--- src/rtl/lifo_stack.sv ---
// -----------------------------------------------------------------------------
// lifo_stack
//   Single-clock LIFO stack used by the control path to save and restore
//   return addresses and context.
//
//   Features:
//   - registered top-of-stack output
//   - occupancy count
//   - push and pop in the same cycle (replace-top)
//   - synchronous flush
//   - sticky overflow and underflow flags
//
//   Storage is a plain array, which maps to flops or distributed RAM.
//
// Configuration macro:
//   LIFO_DISCARD_OLDEST_EN
//     Defined:   storage is circular, with a bottom pointer. A push while
//                full overwrites the oldest entry and raises overflow.
//     Undefined: storage is linear from index 0. A push while full is
//                rejected and raises overflow.
//
// Parameters:
//   DATA_W     entry width in bits (>= 1)
//   LIFO_SIZE  depth in entries (>= 2, any value)
//
// Ports:
//   clk        rising-edge clock
//   reset      asynchronous reset, active low
//   push       write datain onto the stack
//   pop        remove the top entry
//   clear      synchronous flush of all entries (flags untouched)
//   err_clr    clear the sticky overflow/underflow flags
//   datain     data to push
//   dataout    registered top of stack, 0 when empty
//   val        stack non-empty (dataout valid)
//   full       count == LIFO_SIZE
//   count      number of stored entries
//   overflow   sticky: push while full
//   underflow  sticky: pop while empty
// -----------------------------------------------------------------------------
module lifo_stack #(
    parameter int DATA_W    = 10,
    parameter int LIFO_SIZE = 6
) (
    input  logic                           clk,
    input  logic                           reset,
    input  logic                           push,
    input  logic                           pop,
    input  logic                           clear,
    input  logic                           err_clr,
    input  logic [DATA_W-1:0]              datain,
    output logic [DATA_W-1:0]              dataout,
    output logic                           val,
    output logic                           full,
    output logic [$clog2(LIFO_SIZE+1)-1:0] count,
    output logic                           overflow,
    output logic                           underflow
);

    localparam int CNT_W = $clog2(LIFO_SIZE + 1);
    // Physical index width. This is never wider than CNT_W.
    localparam int IDX_W = $clog2(LIFO_SIZE);

    localparam logic [CNT_W-1:0] SIZE_C = CNT_W'(LIFO_SIZE);
    localparam logic [CNT_W:0]   SIZE_X = (CNT_W + 1)'(LIFO_SIZE);
    localparam logic [CNT_W-1:0] ONE_C  = CNT_W'(1);
    localparam logic [CNT_W-1:0] TWO_C  = CNT_W'(2);

    // -------------------------------------------------------------------------
    // Map a logical stack position to a physical slot.
    //   offset 0 = oldest entry
    //   off <= LIFO_SIZE and base < LIFO_SIZE, so one conditional subtract
    //   is enough for the wrap.
    //   One extra bit is kept so that base + off cannot overflow before
    //   the wrap is applied.
    // -------------------------------------------------------------------------
    function automatic logic [IDX_W-1:0] phys_idx(
        input logic [IDX_W-1:0] base,
        input logic [CNT_W-1:0] off
    );
        logic [CNT_W:0] sum;
        sum = (CNT_W + 1)'(base) + {1'b0, off};
        if (sum >= SIZE_X) begin
            sum = sum - SIZE_X;
        end
        return IDX_W'(sum);
    endfunction

    logic [DATA_W-1:0] mem [LIFO_SIZE];

    logic [IDX_W-1:0]  bot;
    logic [CNT_W-1:0]  count_next;
    logic [DATA_W-1:0] dout_next;
    logic              ovf_next;
    logic              udf_next;
    logic              wr_en;
    logic [IDX_W-1:0]  wr_idx;
    logic [IDX_W-1:0]  rd_idx;

    assign val  = (count != '0);
    assign full = (count == SIZE_C);

    // Slot holding the entry that becomes the new top after a pop.
    // The value is only meaningful when count >= 2.
    assign rd_idx = phys_idx(bot, count - TWO_C);

`ifdef LIFO_DISCARD_OLDEST_EN
    localparam logic [IDX_W-1:0] BOT_LAST = IDX_W'(LIFO_SIZE - 1);
    logic [IDX_W-1:0] bot_next;
`else
    // Linear storage always starts at slot 0.
    assign bot = '0;
`endif

    // -------------------------------------------------------------------------
    // Next-state decode.
    // Priority order: clear, then push&pop, then push, then pop.
    // -------------------------------------------------------------------------
    always_comb begin
        count_next = count;
        dout_next  = dataout;
        // err_clr drops the flags. A new error raised below on the same edge
        // overrides this.
        ovf_next   = err_clr ? 1'b0 : overflow;
        udf_next   = err_clr ? 1'b0 : underflow;
        wr_en      = 1'b0;
        wr_idx     = phys_idx(bot, count);
`ifdef LIFO_DISCARD_OLDEST_EN
        bot_next   = bot;
`endif

        if (clear) begin
            count_next = '0;
            dout_next  = '0;
        end else if (push && pop) begin
            // Replace the top entry in place. On an empty stack this is
            // a no-op.
            if (count != '0) begin
                wr_en     = 1'b1;
                wr_idx    = phys_idx(bot, count - ONE_C);
                dout_next = datain;
            end
        end else if (push) begin
            if (!full) begin
                wr_en      = 1'b1;
                count_next = count + ONE_C;
                dout_next  = datain;
            end else begin
                ovf_next = 1'b1;
`ifdef LIFO_DISCARD_OLDEST_EN
                // When full, the slot one past the top is the oldest entry.
                // Overwrite it and advance the bottom pointer.
                wr_en     = 1'b1;
                wr_idx    = bot;
                bot_next  = (bot == BOT_LAST) ? '0 : bot + 1'b1;
                dout_next = datain;
`endif
            end
        end else if (pop) begin
            if (count >= TWO_C) begin
                count_next = count - ONE_C;
                dout_next  = mem[rd_idx];
            end else if (count == ONE_C) begin
                count_next = '0;
                dout_next  = '0;
            end else begin
                udf_next = 1'b1;
            end
        end
    end

    // -------------------------------------------------------------------------
    // State registers
    // -------------------------------------------------------------------------
    always_ff @(posedge clk or negedge reset) begin
        if (!reset) begin
            count     <= '0;
            dataout   <= '0;
            overflow  <= 1'b0;
            underflow <= 1'b0;
        end else begin
            count     <= count_next;
            dataout   <= dout_next;
            overflow  <= ovf_next;
            underflow <= udf_next;
        end
    end

`ifdef LIFO_DISCARD_OLDEST_EN
    always_ff @(posedge clk or negedge reset) begin
        if (!reset) begin
            bot <= '0;
        end else begin
            bot <= bot_next;
        end
    end
`endif

    // Storage array. It is not reset; count alone decides which slots are
    // live.
    always_ff @(posedge clk) begin
        if (wr_en) begin
            mem[wr_idx] <= datain;
        end
    end

endmodule

--- config.mk ---
export PLATFORM = sky130hd
export DESIGN_NAME = lifo_stack
export DESIGN_NICKNAME = d
export VERILOG_FILES = /design/src/rtl/lifo_stack.sv
export SDC_FILE = /design/constraint.sdc
export NUM_CORES = 1
export LEC_CHECK = 0
export BUFFER_PORTS_ARGS = -buffer_cell sky130_fd_sc_hd__buf_4
export CAP_MARGIN = 20
export CORE_MARGIN = 5
export CORE_UTILIZATION = 40
export DETAILED_ROUTE_END_ITERATION = 12
export SYNTH_ARGS = -nofsm -noshare
export SYNTH_HDL_FRONTEND = slang
export SYNTH_SLANG_ARGS = --single-unit
--- constraint.sdc ---
create_clock -name clk -period 2.9 [get_ports clk]
set_input_delay 0.435 -clock clk [delete_from_list [all_inputs] [get_ports clk]]
set_output_delay 0.435 -clock clk [all_outputs]
set_load 0.05 [all_outputs]
Word-level counts from Yosys, hierarchy flattened
Memories as Yosys holds them, arrays and structs flattened.
Cells that the tools add are included.
{ "word_totals": {"reg_bits": 15, "latchBits": 0, "ram_bits": 60, "mem_bits_ro": 0, "in_bits": 16, "out_inout_bits": 17, "wordCells": 69, "mem_count": 1} }
{ "memory_table": {"columns": ["name", "words", "width", "rd", "rd_clocked_by_memory_dff", "wr", "line_no", "source"], "rows": [
  ["mem", 6, 10, 1, 0, 1, "89", "logic [DATA_W-1:0] mem [LIFO_SIZE];"]
]} }
{ "classes": {"n_addsub": 6, "multipliers": 0, "div": 0, "order_cmp": 4, "eq_ne": 6, "shifts": 0, "muxes": 40, "bitwise_logic": 0, "n_reduce_logical": 8} }
{ "ops": {"columns": ["cell", "count"], "rows": [
  ["10-bit 2-to-1 mux", 8],
  ["3-bit 2-to-1 mux", 13],
  ["1-bit 2-to-1 mux", 19],
  ["3-bit >= comparator (second input constant)", 3],
  ["3-bit subtractor (second input constant)", 3],
  ["4-bit AND reduction", 2],
  ["4-bit nonzero test", 2],
  ["3-bit != test (second input constant)", 2],
  ["3-bit nonzero test", 2],
  ["5-bit nonzero test", 1],
  ["4-bit by 3-bit != test with 1-bit output (second input constant)", 1],
  ["3-bit by 1-bit adder with 3-bit output (second input constant)", 1],
  ["3-bit by 1-bit equality test with 1-bit output (second input constant)", 1],
  ["3-bit equality test (second input constant)", 1],
  ["3-bit by 2-bit >= comparator with 1-bit output (second input constant)", 1],
  ["3-bit by 1-bit subtractor with 3-bit output (second input constant)", 1],
  ["3-bit by 2-bit subtractor with 3-bit output (second input constant)", 1],
  ["2-bit != test (second input constant)", 1],
  ["1-bit logical AND", 1]
]} }

Logic depth before layout (Yosys ltp)
An unclocked memory read counts as a cell.
{ "logic_depth": {"ltp_word": 9, "depth_mapped": 10, "mapped_depth_nobuf": 7} }

Worst setup path before layout
No wires, ideal clock.
{ "synth_path": {"path_kind": "reg2reg", "from": "register count[0]", "to": "memory mem[1][0] (enable)", "setup_time_ns": 0.376, "arrival_ns": 3.112, "required_ns": 2.524, "setup_slack_ns": -0.588, "path_stages_with_launch": 11, "n_path_buf": 3, "synth_period_minus_slack_ns": 3.488, "path_cell_list": "dfrtp_1 -> buf_2 -> inv_2 -> buf_2 -> ha_1 -> nand2b_1 -> and3_1 -> buf_4 -> xnor2_1 -> or3_4 -> nor2_1"} }
{ "synth_via": {"elab_cells_between_ends": 19, "cone_classes": "add/sub: 3; order compare: 2; eq/ne: 1; mux: 12; reduce/logical: 1"} }
{ "synth_lines": {"columns": ["item", "line_no", "source"], "rows": [
  ["start, declared", "55", "output logic [$clog2(LIFO_SIZE+1)-1:0] count,"],
  ["start signal, assigned", "182", "count <= count_next;"],
  ["3-bit nonzero test *", null, null],
  ["net val", "53", "output logic val,"],
  ["1-bit 2-to-1 mux", "138", "if (count != '0) begin"],
  ["1-bit 2-to-1 mux", "135", "end else if (push && pop) begin"],
  ["1-bit 2-to-1 mux", "132", "if (clear) begin"],
  ["1-bit 2-to-1 mux", "202", "if (wr_en) begin"],
  ["1-bit 2-to-1 mux (not written as such)", "203", "mem[wr_idx] <= datain;"],
  ["end, declared", "89", null]
]} }
The timed path passes the listed nets; every way through them passes the cells marked *.

Final worst setup path
{ "layout_path": {"from": "register count[1]", "to": "memory mem[1][1] (enable)"} }
{ "layout_via": {"elab_chain_len": 7, "elab_cells_between_ends": 19, "cone_classes": "add/sub: 3; order compare: 2; eq/ne: 1; mux: 12; reduce/logical: 1"} }
{ "layout_rtl": {"columns": ["item"], "rows": [
  ["branches (longest 7 deep; another with 3-bit by 1-bit subtractor with 3-bit output)"]
]} }
Several ways; the timed one is not identified.

==> results.txt <==
* Status: completed
- After routing, the total negative slack on setup checks comes to 0 ns.
- Count of max-cap constraint violations: 0
* Proportion of layout cells with a drive suffix above 1: 0.2770
- Along the worst path, the maximum fanout reaches 10.
- Number of hold violations in the final report: 0
- Setup violations remaining at the end of the flow were counted as 0.
* Port bufs: 32
* Setup Skew: 0.01026 ns
- WL per Instance: 18.55 microns
* Cell area after synthesis: 0.003359 sq mm
* Starting utilization of the core area: 0.4089
* TritonCTS clock tree: built
- Global-route congestion overflow total: 0
- The share of total power dissipated in combinational logic is 0.439.
* Worst relative slew slack: 0.5044
- Clk pin slew, worst setup/hold paths: 0.08 ns
- Flop pwr share: 0.375
* Slack of the worst reg-to-reg path: 0.36 ns
* CTS sink cnt: 75
- The worst register-to-register path ends at mem[1][1]$_DFFE_PP_.
- Prevailing post-synth register cell: sky130_fd_sc_hd__edfxtp_1
* Number of placement rows: 33
- Number of enable flip-flop cells after synthesis: 60
- Post-synthesis cell count: 234
- Internal power comes to 2.211 mW.
* Final weighted congestion in routability-driven placement: 0.7203
- The die is 101.6 microns tall.
- Number of distinct standard cells referenced by the synthesized netlist: 43
- The number of antenna diodes in the final layout is 0.
- The pre-antenna-repair detailed-routing pass consisted of 4 iterations.
- Pin count of the biggest net entering global routing: 21
* Clock root buffer: sky130_fd_sc_hd__clkbuf_8
- Net switching fraction of the power: 0.4036
* Fin crit share: 0.8749
- Area Overhead vs Synth: 17.54%
* Class of the most critical setup path: reg -> reg
- Overall global routing resource usage: 0.1511
- Clock group share of total power: 0.186
- Least-Margin Pin Slew: 0.7434 ns
- TritonCTS Buffers: 9
* Synthesis warning total: 0
* Number of global-route vias before repair: 2091
- Number of design-rule violations left by the first detailed-router iteration: 68
* Switching Power: 1.496 mW
* Worst Hold Launch: err_clr
* Flip-flop and latch count after synthesis: 75
- Wire length of the first global-routing pass: 11360 microns
- Sort of element at the end of the critical path: flop
* Io pins: 33
- Total wire length: 7103 microns
- The tightest min-delay check is of the in -> reg type.
* Required time worst endpoint: 2.90 ns
* Startpoint type of the worst setup path: flop
- Clk Latency, worst-skew pair: 0.34 ns
- The floorplan step defined a core boundary enclosing 0.008217 sq mm.
* Layout Nets: 298
- Pwr Density: 938.6 mW/mm^2
- H-tree depth: 3
- The number of nets handed over by synthesis was 259.
* Logic depth of the worst register-to-register path: 7
- Share of synthesized area occupied by flip-flops and latches: 0.6480
* Final slew viol count: 0
* Largest incremental delay on the critical path: 0.48 ns
* Total number of vias: 2013
- Of all flip-flops after synthesis, the portion carrying an async set or reset was 0.2000.
- Initial antenna violation count: 0
* Leakage power of the design: 1.441 nW
* Hold path endpoint: underflow$_DFF_PN0_
- Deepest clock path buffer count: 2
- Static timing analysis puts the maximum clock frequency at 0.3941 GHz.
* Placed inst area: 0.003771 sq mm
- Post-CTS repair changed the size of 0 cells.
* Die area: 0.01033 sq mm
- Arrival @ worst endpoint: 2.54 ns
- Crit-path cells: inv_1 > ha_1 > nand2b_2 > and3_1 > xnor2_1 > or3_4 > nor2_4
- After detailed routing, the number of remaining DRC violations is 0.
* Startpoint of the lowest-slack register-to-register path: count[1]$_DFFE_PN0P_
* Placed wire-length estimate after detailed placement: 4732 microns
- Most frequent cells in the layout: 60 x sky130_fd_sc_hd__edfxtp_1, 38 x sky130_fd_sc_hd__buf_4, 28 x sky130_fd_sc_hd__nand2_1
* Post-route ant nets: 0
- The slowest stage of the critical path is the sky130_fd_sc_hd__dfrtp_2 cell.
- Filler cell count in the final layout: 752
- The finished cells cover 0.003949 sq mm.
* Post-CTS Setup Repair Bufs: 0
* Time the final worst path needs with I/O delays and setup: 2.537 ns
* Unrepaired setup endpoints after global routing: no
- Worst IR drop on VDD: 0.4114 mV
* Mean instance size in the synthesized netlist: 14.36 sq um
- Hold-critical path depth: 2
- Leading cell type in the layout, fill and taps excluded: sky130_fd_sc_hd__edfxtp_1
* Die width: 101.6 microns
- Via density per instance: 5.256
-- registers in the layout (all words and copies together) (netlist names) --
name	cells
overflow	1
mem	60
underflow	1
dataout	10
count	3
-- worst max path at each step --
stage	start	to	cells past startpoint
2_1_floorplan	count[0]$_DFFE_PN0P_	mem[1][0]$_DFFE_PP_	10
6_report	count[1]$_DFFE_PN0P_	mem[1][1]$_DFFE_PP_	7
4_1_cts	count[1]$_DFFE_PN0P_	mem[1][1]$_DFFE_PP_	7
5_1_grt	count[1]$_DFFE_PN0P_	mem[1][1]$_DFFE_PP_	7
3_5_place_dp	count[1]$_DFFE_PN0P_	mem[1][5]$_DFFE_PP_	7
3_3_place_gp	count[1]$_DFFE_PN0P_	mem[1][4]$_DFFE_PP_	7
-- Yosys cell counts, drive strengths merged, types with 3 or more instances --
library cell | n | area, sq um
nand2 | 28 | 105.1
a31oi | 10 | 62.56
nor2b | 3 | 26.27
nand2b | 4 | 25.02
edfxtp | 60 | 1802
o211ai | 10 | 75.07
ha | 9 | 112.6
mux4 | 9 | 202.7
xor2 | 4 | 42.55
dfrtp | 15 | 375.4
buf | 10 | 57.55
mux2i | 11 | 110.1
a21oi | 4 | 20.02
nor2 | 19 | 71.32
inv | 8 | 30.03
o21ai | 4 | 20.01
xnor2 | 3 | 45.05
-- layout make-up --
class / count / area [sq um] / area share
clock buffers: 10 / 127.6 / 0.03232
clock inverters: 6 / 40.04 / 0.01014
inverters: 8 / 30.03 / 0.007605
multi-input cells: 140 / 1145 / 0.2899
flip-flops and latches: 75 / 2180 / 0.5520
well taps: 105 / 131.4 / 0.03327
repair buffers: 39 / 295.3 / 0.07478
-- layer usage --
| layer | part of all wire | GRT usage | vias to the layer above |
|---|---|---|---|
| li1 | - | - | 966 |
| met1 | 0.44 | 0.1987 | 980 |
| met2 | 0.49 | 0.2460 | 56 |
| met3 | 0.062 | 0.04890 | 11 |
| met4 | 0.0089 | 0.03374 | 0 |
| met5 | 0 | 0 | - |
-- power groups by stage --
stage,sequential [mW],combinational (mW),clock (mW)
after floorplan,1.63,0.977,0
after global placement,1.41,1.65,0
after detailed placement,1.42,1.64,0
after CTS,1.39,1.65,0.712
after global routing,1.41,1.75,0.775
final,1.39,1.63,0.688
-- logic make-up (layout without fill, tap and decap cells) --
family	after synthesis	count (layout)	synth area share
XOR/XNOR	7	7	0.02608
multiplexers	21	21	0.09646
AND/OR/NAND/NOR	64	64	0.08864
adder cells (fa/ha/maj)	9	9	0.03352
flip-flops	75	75	0.6480
buffers and inverters	19	63	0.02719
AO/OA/AOI/OAI	39	39	0.08008
-- per-stage QoR --
stage	hold slack, ns	setup slack [ns]	util	power, mW	cells
floorplan	0.1394	0.01720	-	2.608	234
global placement	0.3250	0.4227	0.4590	3.055	366
detailed placement	0.3288	0.3618	0.4590	3.059	366
CTS	0.2550	0.3354	0.4806	3.755	383
global route	0.2402	0.2180	0.4806	3.931	383
finish	0.2716	0.3627	0.4806	3.706	383
-- worst max-delay path: cells and delay by family, from the launching register on --
family	cells	cell delay, ns
buf+inv	1	0.21
simple gates	4	1.09
flops	1	0.48
fa+ha+maj	1	0.23
xor+xnor	1	0.18
-- timing repair --
| action | 4_1_cts | 5_1_grt |
|---|---|---|
| hold buffers | 1 | 0 |
| endpoints found under the setup margin | 0 | 0 |
| hold endpoints to repair | 15 | 0 |
Note: power is estimated with default switching activity, not from simulation.
